File: src/rtl/wb_master_pkg.sv
// wb_master_pkg: FSM state type, Wishbone CTI codes and shared defaults for wb_burst_master
package wb_master_pkg;
    typedef enum logic [1:0] {IDLE, WR, RD, FIN} state_t;
    localparam logic [2:0] CTI_CLASSIC = 3'b000;
    localparam logic [2:0] CTI_INCR    = 3'b010;
    localparam logic [2:0] CTI_EOB     = 3'b111;
    localparam int TMO_CYC_DEF = 1023;
    // Cycle type for the beat about to be presented, given the beats still to be acked
    function automatic logic [2:0] cti_of(input logic single, input logic [8:0] left);
        return single ? CTI_CLASSIC : (left == 9'd1 ? CTI_EOB : CTI_INCR);
    endfunction
endpackage

File: src/rtl/wb_ack_watchdog.sv
// wb_ack_watchdog: counts strobe cycles without an ack and flags a timeout
//   clk_i, rst_ni : clock, async active-low reset
//   stb_i, ack_i  : bus strobe and raw slave ack
//   tmo_o         : high in the TMO_CYC-th consecutive unacked strobe cycle
module wb_ack_watchdog #(
    parameter int TMO_CYC = 1023
) (
    input  logic clk_i,
    input  logic rst_ni,
    input  logic stb_i,
    input  logic ack_i,
    output logic tmo_o
);
    logic [9:0] cnt_q;
    assign tmo_o = stb_i && !ack_i && cnt_q == 10'(TMO_CYC - 1);
    always_ff @(posedge clk_i or negedge rst_ni) begin
        if (!rst_ni) cnt_q <= '0;
        else         cnt_q <= (stb_i && !ack_i && !tmo_o) ? cnt_q + 10'd1 : '0;
    end
endmodule

File: src/rtl/wb_burst_master.sv
// wb_burst_master: command-driven Wishbone incrementing-burst master with ack watchdog
//   sys_clk, resetn                   : clock, async active-low reset
//   cmd_valid/ready, cmd_we/addr/len  : burst command (len = beats - 1)
//   wr_valid/ready, wr_data/sel       : write-data stream, one-entry holding register
//   rd_valid, rd_data                 : read beats, no backpressure
//   busy, done, err                   : status; done/err are one-cycle pulses
//   wb_*                              : Wishbone master port
module wb_burst_master
    import wb_master_pkg::*;
#(
    parameter int APP_AW  = 26,
    parameter int DW      = 32,
    parameter int TMO_CYC = TMO_CYC_DEF
) (
    input  logic              sys_clk,
    input  logic              resetn,
    input  logic              cmd_valid,
    output logic              cmd_ready,
    input  logic              cmd_we,
    input  logic [APP_AW-1:0] cmd_addr,
    input  logic [7:0]        cmd_len,
    input  logic              wr_valid,
    output logic              wr_ready,
    input  logic [DW-1:0]     wr_data,
    input  logic [DW/8-1:0]   wr_sel,
    output logic              rd_valid,
    output logic [DW-1:0]     rd_data,
    output logic              busy,
    output logic              done,
    output logic              err,
    output logic              wb_cyc_o,
    output logic              wb_stb_o,
    output logic              wb_we_o,
    output logic [APP_AW-1:0] wb_addr_o,
    output logic [DW-1:0]     wb_dat_o,
    output logic [DW/8-1:0]   wb_sel_o,
    output logic [2:0]        wb_cti_o,
    input  logic              wb_ack_i,
    input  logic [DW-1:0]     wb_dat_i
);
    localparam int SW = DW / 8;
    localparam logic [APP_AW-1:0] STEP = APP_AW'(SW);

    state_t            state_q;
    logic              run_q, busy_q, cyc_q, stb_q, we_q, single_q, done_q, err_q, rd_valid_q;
    logic [APP_AW-1:0] addr_q;
    logic [8:0]        cnt_q, ld_q;
    logic [2:0]        cti_q;
    logic [DW-1:0]     dat_q, rd_data_q;
    logic [SW-1:0]     sel_q;
    logic              ack, last, tmo, wr_fire;
    logic [8:0]        beats;

    assign beats     = {1'b0, cmd_len} + 9'd1;
    // acks outside a strobe are not ours
    assign ack       = wb_ack_i && stb_q;
    assign last      = cnt_q == 9'd1;
    // run_q keeps cmd_ready low until the first edge after reset release
    assign cmd_ready = run_q && state_q == IDLE;
    assign wr_ready  = state_q == WR && ld_q != 9'd0 && (!stb_q || ack);
    assign wr_fire   = wr_valid && wr_ready;

    wb_ack_watchdog #(.TMO_CYC(TMO_CYC)) u_wdog (
        .clk_i (sys_clk),
        .rst_ni(resetn),
        .stb_i (stb_q),
        .ack_i (wb_ack_i),
        .tmo_o (tmo)
    );

    always_ff @(posedge sys_clk or negedge resetn) begin
        if (!resetn) begin
            state_q    <= IDLE;
            run_q      <= 1'b0;
            busy_q     <= 1'b0;
            cyc_q      <= 1'b0;
            stb_q      <= 1'b0;
            we_q       <= 1'b0;
            single_q   <= 1'b0;
            done_q     <= 1'b0;
            err_q      <= 1'b0;
            rd_valid_q <= 1'b0;
            addr_q     <= '0;
            cnt_q      <= '0;
            ld_q       <= '0;
            cti_q      <= CTI_CLASSIC;
            dat_q      <= '0;
            rd_data_q  <= '0;
            sel_q      <= '0;
        end else begin
            run_q      <= 1'b1;
            done_q     <= 1'b0;
            err_q      <= 1'b0;
            rd_valid_q <= 1'b0;
            case (state_q)
                IDLE: if (cmd_valid && cmd_ready) begin
                    state_q  <= cmd_we ? WR : RD;
                    busy_q   <= 1'b1;
                    cyc_q    <= 1'b1;
                    stb_q    <= !cmd_we;
                    we_q     <= cmd_we;
                    single_q <= cmd_len == 8'd0;
                    addr_q   <= cmd_addr & ~APP_AW'(SW - 1);
                    cnt_q    <= beats;
                    ld_q     <= cmd_we ? beats : 9'd0;
                    cti_q    <= cti_of(cmd_len == 8'd0, beats);
                    sel_q    <= cmd_we ? '0 : '1;
                end
                WR, RD: begin
                    if (ack) begin
                        addr_q     <= addr_q + STEP;
                        cnt_q      <= cnt_q - 9'd1;
                        cti_q      <= cti_of(single_q, cnt_q - 9'd1);
                        rd_valid_q <= !we_q;
                        if (!we_q) rd_data_q <= wb_dat_i;
                    end
                    if (wr_fire) begin
                        dat_q <= wr_data;
                        sel_q <= wr_sel;
                        ld_q  <= ld_q - 9'd1;
                    end
                    // timeout drops the strobe, which also discards any held write beat
                    if (tmo || (ack && last)) begin
                        state_q <= FIN;
                        cyc_q   <= 1'b0;
                        stb_q   <= 1'b0;
                        done_q  <= 1'b1;
                        err_q   <= tmo;
                    end else if (we_q) begin
                        stb_q <= wr_fire || (stb_q && !ack);
                    end
                end
                default: begin
                    state_q <= IDLE;
                    busy_q  <= 1'b0;
                end
            endcase
        end
    end

    assign busy      = busy_q;
    assign done      = done_q;
    assign err       = err_q;
    assign rd_valid  = rd_valid_q;
    assign rd_data   = rd_data_q;
    assign wb_cyc_o  = cyc_q;
    assign wb_stb_o  = stb_q;
    assign wb_we_o   = we_q;
    assign wb_addr_o = addr_q;
    assign wb_dat_o  = dat_q;
    assign wb_sel_o  = sel_q;
    assign wb_cti_o  = cti_q;
endmodule

File: config.mk
export PLATFORM = sky130hd
export DESIGN_NAME = wb_burst_master
export DESIGN_NICKNAME = d
export VERILOG_FILES = /design/src/rtl/wb_master_pkg.sv /design/src/rtl/wb_ack_watchdog.sv /design/src/rtl/wb_burst_master.sv
export SDC_FILE = /design/constraint.sdc
export NUM_CORES = 1
export LEC_CHECK = 0
export ABC_CLOCK_PERIOD_IN_PS = 2850
export CAP_MARGIN = 20
export CORE_UTILIZATION = 45
export CTS_CLUSTER_DIAMETER = 200
export DETAILED_ROUTE_END_ITERATION = 7
export MAX_ROUTING_LAYER = met4
export PLACE_DENSITY = 0.78
export SYNTH_ARGS = -nofsm -noshare
export SYNTH_HDL_FRONTEND = slang
export SYNTH_HIERARCHICAL = 1
export SYNTH_SLANG_ARGS = --single-unit
File: constraint.sdc
create_clock -name sys_clk -period 2.85 [get_ports sys_clk]
set_input_delay 0.285 -clock sys_clk [delete_from_list [all_inputs] [get_ports sys_clk]]
set_output_delay 0.285 -clock sys_clk [all_outputs]
set_load 0.1 [all_outputs]
# --- After elaboration in Yosys (flattened, before gate mapping) ---
# Index checks and enable logic that the tools add are counted.
op_classes:
  n_addsub: 5
  n_eq_ne: 11
  n_mux: 40
  bitwise: 2
  n_reduce_logical: 34
op_table:
  columns: ["operator", "n"]
  rows:
  - ["$mux W26", 2]
  - ["$pmux W26 S2", 1]
  - ["$mux W9", 5]
  - ["$pmux W9 S2", 2]
  - ["$eq A9 B1 Y1 const B", 3]
  - ["$add A26 B3 Y26 const B", 1]
  - ["$mux W3", 6]
  - ["$sub A9 B1 Y9 const B", 2]
  - ["$reduce_and A3 Y1", 5]
  - ["$mux W4", 3]
  - ["$logic_and A1 B1 Y1", 11]
  - ["$mux W1", 11]
  - ["$add A10 B1 Y10 const B", 1]
  - ["$eq A10 B10 Y1 const B", 1]
  - ["$mux W10", 1]
  - ["$add A8 B1 Y9 const B", 1]
  - ["$reduce_bool A9 Y1", 1]
  - ["$logic_not A8 Y1", 1]
  - ["$pmux W4 S2", 1]
  - ["$reduce_and A2 Y1", 4]
  - ["$logic_not A1 Y1", 6]
  - ["$mux W2", 3]
  - ["$ne A2 B2 Y1 const B", 3]
  - ["$pmux W1 S2", 3]
  - ["11 further kinds", 14]
word_totals:
  regBits: 136
  inputBits: 108
  wordCells: 110

# --- Longest topological paths before layout ---
# Gate-level depths: netlist of the first run.
logic_depth:
  word_depth: 8
  mapped_depth: 10

# --- Hierarchy ---
# The synthesis of the first run kept the hierarchy.
by_module_without_submodules:
  columns: ["module", "instances", "cells_each", "area_each_um2", "seq_area_each_um2"]
  rows:
  - ["wb_burst_master", 1, 598, 6242.2, 3078.0]
  - ["wb_ack_watchdog", 1, 54, 534.3, 250.2]

# --- Worst setup path after synthesis of the first run ---
# OpenSTA, ideal clock, no wires.
synth_path:
  kind: "register to register"
  startpoint: "register addr_q[9] (netlist: wb_addr_o[9])"
  endpoint: "register addr_q[19] (netlist: wb_addr_o[19])"
  arrival_time_ps: 2203
  required_time_ps: 2668
  slack_ps: 465
  stages_incl_launch_ff: 5
  synth_period_minus_slack_ps: 2385
  cell_sequence: "dfrtp_1 -> nand3_2 -> or4_4 -> nor4_4 -> a311oi_1"
synth_between:
  elab_chain_cells: 3
synth_rtl:
  columns: ["element", "line", "source"]
  rows:
  - ["start, declared", "wb_burst_master.sv:46", "logic [APP_AW-1:0] addr_q;"]
  - ["start signal, assigned", "wb_burst_master.sv:103", "addr_q <= cmd_addr & ~APP_AW'(SW - 1);"]
  - ["start signal, assigned", "wb_burst_master.sv:111", "addr_q <= addr_q + STEP;"]
  - ["$add A26 B3 Y26", "wb_burst_master.sv:111", null]
  - ["$mux W26", "wb_burst_master.sv:110", "if (ack) begin"]
  - ["$pmux W26 S2", "wb_burst_master.sv:95", "case (state_q)"]
# No other way between the ends. The select of a mux whose other input is x is not followed.
# A chain may end at the register's enable or synchronous reset.

==> qor.yml, run 1 <==
routed_wl_um: 18310
synth-seq-area-share_pct: 49.11
wl_per_cell_um: 17.37
portBuffers: 209
die_y_um: 124.7
gp_congestion: 0.9221
max_stage_delay_ns: 0.54
yosys_warnings: 6
synth.largest_area_cell: "dfrtp_1"
cts_resized: 0
worstPathRequired_ns: 3.16
core-area_sq_um: 14590
numCtsBuffers: 17
grt_pass1_vias: 6029
postRouteAntennaNets: 0
synthCells: 652
period_needed_ns: 2.481
overflow: 0
viasPerCell: 5.699
die_width_um: 124.7
drv_cap: 0
rsz0062_at_grt: "false"
grt_max_degree: 60
setup_viol: 0
num_rows: 44
clock_tree.root_cell: "clkbuf_16"
path_clk_slew_ns: 0.06
tightest_slew_ns: 0.6117
fmax_ghz: 0.4031
netlist-cell-type-count: 75
vias: 6007
area_delta_synth_final_pct: 38.94
worstPathCellList: "inv_1 > ha_2 > nor2_1 > a211o_1 > nor2_1 > mux2_2 > a221oi_2"
status: "finished, final reports clean"
cp-end-kind: "register"
fin_skew_ns: 0.01077
cp_slowest_cell: "a211o_1"
hold_class: "input port to asynchronous set/reset pin"
cpMostUsedCell: "nor2_1"
dr.pass1.iters: 5
cts_tree: "yes"
min_period_over_period_pct: 87.05
grt_pass1_wl_um: 30750
htree_num_levels: 4
pin_count: 214
ys.flop_type: "dfrtp_1"
antennaDiodeCount: 0
dieArea_sq_um: 15550
ys_async_sr_fraction_pct: 100.0
setup_tns_ns: 0
synth_top_area_share_pct: 49.11
postLayoutCoreUtil_pct: 64.54
pre_cts_slack_ns: 0.4305
hold_ws_ns: 0.3834
crit_family: "compound AO/OA/AOI/OAI gates"
drc_errors: 0
clock_latency_ns: 0.41
start_util_pct: 46.45
first_iter_violations: 381
track_usage_pct: 25.34
crit_buf_inv: 1
critPathArrivalTime_ns: 2.80
hpwl_um: 13560
syn_area_sq_um: 6776
slew_headroom_pct: 58.95
synth_edf_count: 0
synth_area_per_cell_sq_um: 10.39
cts_sinks: 133
drive_gt1_share_pct: 19.54
hold_viol: 0
setup_ws_ns: 0.3690
finalMaxSlewViolations: 0
synth-seq-cells: 133
crit_type: "register to register"
antenna_found_initial: 0
synth_area_leaders: "dfrtp_1 (49%), mux2_1 (11%), a21oi_1 (3.6%), nand2_1 (3.0%), ha_1 (2.4%)"
cp_max_fo: 16
crit_path_start_kind: "register"
cts_buffer_depth: 2
fin_nets: 978
synthesized netlist by cell type (5+ instances only):
| master | count |
|---|---|
| dfrtp_1 | 133 |
| mux2_1 | 64 |
| nand2_1 | 55 |
| a21oi_1 | 49 |
| nor2_1 | 42 |
| nand3_1 | 31 |
| o21ai_0 | 27 |
| o21ai_1 | 16 |
| clkbuf_1 | 15 |
| buf_2 | 13 |
| ha_1 | 13 |
| o22ai_1 | 13 |
| inv_1 | 12 |
| nand4_1 | 10 |
| and2_1 | 9 |
| or3_1 | 9 |
| xnor2_1 | 9 |
| nor3_1 | 8 |
| and3_1 | 7 |
| buf_1 | 6 |
| a2bb2oi_1 | 5 |
| nand2b_1 | 5 |
metrics by stage:
stage | std cells | area (sq um)
6_report | 1054 | 9415
5_1_grt | 1054 | 9415
4_1_cts | 1054 | 9415
3_5_place_dp | 1021 | 8786
3_3_place_gp | 1021 | 8786
2_1_floorplan | 653 | 6780
cells in the final DEF, fill, tap and decap left out, types with 4 or more instances in the layout:
| cell type | count |
|---|---|
| and2_1 | 9 |
| xor2_1 | 4 |
| nand3_1 | 31 |
| clkbuf_16 | 17 |
| dfrtp_1 | 133 |
| and3_1 | 7 |
| or3_1 | 9 |
| nand2_1 | 55 |
| clkinvlp_4 | 4 |
| and4_1 | 4 |
| nor3_1 | 8 |
| o21ai_0 | 27 |
| a31oi_1 | 4 |
| ha_1 | 12 |
| o22ai_1 | 13 |
| a211oi_1 | 4 |
| buf_4 | 117 |
| a221oi_1 | 4 |
| nor3b_1 | 4 |
| nand2b_1 | 5 |
| xnor2_1 | 9 |
| o21ai_1 | 16 |
| inv_1 | 12 |
| mux2i_1 | 4 |
| clkdlybuf4s50_1 | 104 |
| mux2_1 | 64 |
| a21oi_1 | 49 |
| a2bb2oi_1 | 5 |
| nor2_1 | 42 |
| nand4_1 | 10 |
cells by family after synthesis:
kind of cell	Yosys count	synth area share, %
simple gates	213	16.78
compound gates	157	15.07
flops	133	49.11
mux	70	11.56
buf+inv	51	3.286
fa+ha+maj	13	2.400
xor+xnor	13	1.680
other cells	2	0.1108
worst register-to-register path: stages (launching register included):
cell and delay (ns):
dfrtp_1 0.41, inv_1 0.10, ha_2 0.38, nor2_1 0.32, a211o_1 0.54, nor2_1 0.11, mux2_2 0.30, a221oi_2 0.22
path summary, 6_finish.rpt:
path | start | end | slack (ns) | depth (start not counted)
setup / recovery | state_q[1] | cnt_q[8] | 0.37 | 7
hold / removal | resetn | u_wdog/cnt_q[0] | 0.38 | 2
setup reg to reg | state_q[1] | cnt_q[8] | 0.37 | 7
hold reg to reg | wb_dat_o[17] | wb_dat_o[17] | 0.49 | 1
max in group asynchronous | resetn | wb_addr_o[9] | 1.77 | 3
min in group sys_clk | wb_dat_i[4] | rd_data[4] | 0.46 | 2
layout make-up:
cell class / count / area, sq um
clock buffer: 20 / 466.7
clock inverter: 12 / 152.6
fill: 1138 / 5174
inverter: 13 / 48.80
multi-input combinational: 469 / 3239
sequential: 133 / 3328
tap: 184 / 230.2
timing repair buffer: 223 / 1949
layer usage:
metal  track usage [%]  wire length [um]  part of all wire [%]
met1             30.70              7649                    42
met3             5.198              1123                   6.1
met4             10.99               507                   2.8
met2             40.95              9029                    49
met5                 -                 0                     0
repair_timing:
item | CTS | global route
hold endpoints to repair | 34 | 0
hold buffers | 1 | 0
setup buffers | 0 | 0
sequential cells by signal (all words and copies together), names as in the netlist:
signal        flops
done              1
wb_dat_o         32
wb_addr_o        24
wb_cyc_o          1
wb_we_o           1
wb_cti_o          2
ld_q              9
single_q          1
err               1
cnt_q             9
u_wdog/cnt_q     10
wb_stb_o          1
wb_sel_o          4
rd_data          32
state_q           2
busy              1
run_q             1
rd_valid          1
Power of run 1 is left out: the tool's default activity adds up to more than one toggle a clock period on the data nets, which glitch-free logic cannot reach.
==> inputs of run 2 (changes only) <==
--- a/config.mk
+++ b/config.mk
@@ -11,7 +11,8 @@
 export CTS_CLUSTER_DIAMETER = 200
 export DETAILED_ROUTE_END_ITERATION = 7
 export MAX_ROUTING_LAYER = met4
-export PLACE_DENSITY = 0.78
+export PLACE_DENSITY = 0.87
+export REMOVE_ABC_BUFFERS = 1
 export SYNTH_ARGS = -nofsm -noshare
 export SYNTH_HDL_FRONTEND = slang
 export SYNTH_HIERARCHICAL = 1
==> run 2 against run 1 <==
  * Sequential share of layout area up 0.052 points
  * Worst setup slack worse by 0.020 ns
  * Flip-flop and latch count did not move
  * Largest cell class unchanged
  * Clock skew is 0.0010 ns lower
  * Hold slack better by 0.053 ns
  * Critical path type unchanged
  * Core utilization down 0.094 points
  * First-iteration DRC count down 0.79%
==> qor.yml, run 2 (synthesized netlist as in run 1, its figures left out) <==
status: "finished, final reports clean"
rsz0062_at_grt: "false"
viasPerCell: 5.651  # -0.84%
vias: 5951  # -0.93%
antennaDiodeCount: 0  # unchanged
portBuffers: 209  # unchanged
r2r_slack_ns: 0.35  # -0.02 ns
cp-end-kind: "register"
area_delta_synth_final_pct: 38.74
hpwl_um: 13060  # -3.7%
gp_congestion: 0.9150  # -0.77%
min_period_over_period_pct: 87.74  # +0.69 points
pin_count: 214  # unchanged
clock_latency_ns: 0.42  # about the same
wl_per_cell_um: 17.09  # -1.6%
core-area_sq_um: 14590  # unchanged
pre_cts_slack_ns: 0.3693  # -0.06113 ns
fmax_ghz: 0.3999  # -0.78%
drc_errors: 0  # unchanged
dr_wl_met2_um: 8943  # -0.95%
setup_ws_ns: 0.3494  # -0.01959 ns
fin_skew_ns: 0.009773  # -0.0009975 ns
clock_tree.root_cell: "clkbuf_16"
hold_ws_ns: 0.4365  # +0.05310 ns
drv_cap: 0  # unchanged
critPathArrivalTime_ns: 2.81  # about the same
final_common_cell: "dfrtp_1"
slew_headroom_pct: 55.98  # -3.0 points
die_width_um: 124.7  # unchanged
antenna_found_initial: 0  # unchanged
grt_pass1_vias: 5682  # -5.8%
postRouteAntennaNets: 0  # unchanged
cp_slowest_cell: "a211o_1"
htree_num_levels: 4  # unchanged
grt_pass1_wl_um: 29680  # -3.5%
track_usage_pct: 24.70  # -0.64 points
top_layer: "met4"
drive_gt1_share_pct: 18.87  # -0.67 points
grt_max_degree: 69  # +15%
crit_type: "register to register"
setup_viol: 0  # unchanged
mostFrequentLayoutCells: "dfrtp_1 (133), buf_4 (115), clkdlybuf4s50_1 (104)"
finalMaxSlewViolations: 0  # unchanged
period_needed_ns: 2.501  # +0.01959 ns
first_iter_violations: 378  # -0.79%
crit_path_start_kind: "register"
worstPathRequired_ns: 3.16  # about the same
start_util_pct: 46.45  # unchanged
hold_class: "input port to asynchronous set/reset pin"
post_cts_buffers: 0  # unchanged
routed_wl_um: 18000  # -1.7%
cp_max_fo: 19  # +3
dieArea_sq_um: 15550  # unchanged
worstPathCellList: "inv_1 > ha_2 > nor2_1 > a211o_1 > nor2_1 > mux2_2 > a221oi_2"
hold_viol: 0  # unchanged
max_stage_delay_ns: 0.58  # +0.04 ns
cts_buffer_depth: 2  # unchanged
cts_sinks: 133  # unchanged
wl_met3_um: 1084  # -3.5%
cpMostUsedCell: "nor2_1"
path_clk_slew_ns: 0.06  # about the same
wl_met1_um: 7594  # -0.72%
die_y_um: 124.7  # unchanged
fin_nets: 977  # -0.10%
tightest_slew_ns: 0.6603  # +0.04857 ns
overflow: 0  # unchanged
cts_tree: "yes"
dr.pass1.iters: 5  # unchanged
numCtsBuffers: 17  # unchanged
num_rows: 44  # unchanged
[run 2: stage by stage]
step	instances	util (%)	setup TNS (ns)	area [sq um]
after global routing	1053	64.44	0	9402
after detailed placement	1020	60.20	0	8782
after CTS	1053	64.44	0	9402
after floorplan	615	-	-103.62	6606
after global placement	1020	60.20	0	8782
final	1053	64.44	0	9402
[run 2: layer usage]
metal,track usage (%),up-vias
li1,-,2800
met1,30.55,2911
met2,39.32,215
met3,5.627,25
met4,9.497,0
met5,-,-
[run 2: worst paths after layout]
check,cells after the start,startpoint,endpoint
worst min-delay path,2,resetn,u_wdog/cnt_q[4]
worst max-delay path,7,state_q[0],cnt_q[8]
worst max register to register,7,state_q[0],cnt_q[8]
max in group asynchronous,3,resetn,wb_dat_o[31]
worst min register to register,2,wb_sel_o[1],wb_sel_o[1]
min in group sys_clk,2,wb_dat_i[30],rd_data[30]
[run 2: cell type report]
| class | instances | area, sq um |
|---|---|---|
| clock inverters | 9 | 151.4 |
| clock buffers | 23 | 457.9 |
| flip-flops and latches | 133 | 3328 |
| fillers | 1144 | 5187 |
| repair buffers | 222 | 1946 |
| inverters | 13 | 48.80 |
| multi-input cells | 469 | 3239 |
| well taps | 184 | 230.2 |
[run 2: what timing repair did]
action | 4_1_cts | 5_1_grt
gates resized for setup | 0 | 0
hold buffers | 1 | 0
endpoints found under the hold margin | 66 | 0
[run 2: worst max-delay path: cells and delay by family, from the launching register on]
family / cells / cell delay [ns]
AOI/OAI and AO/OA: 2 / 0.80
and+or+nand+nor: 2 / 0.43
DFF: 1 / 0.40
adders and majority gates: 1 / 0.39
muxes: 1 / 0.29
buffers and inverters: 1 / 0.09
Power of run 2 is left out for the same reason.
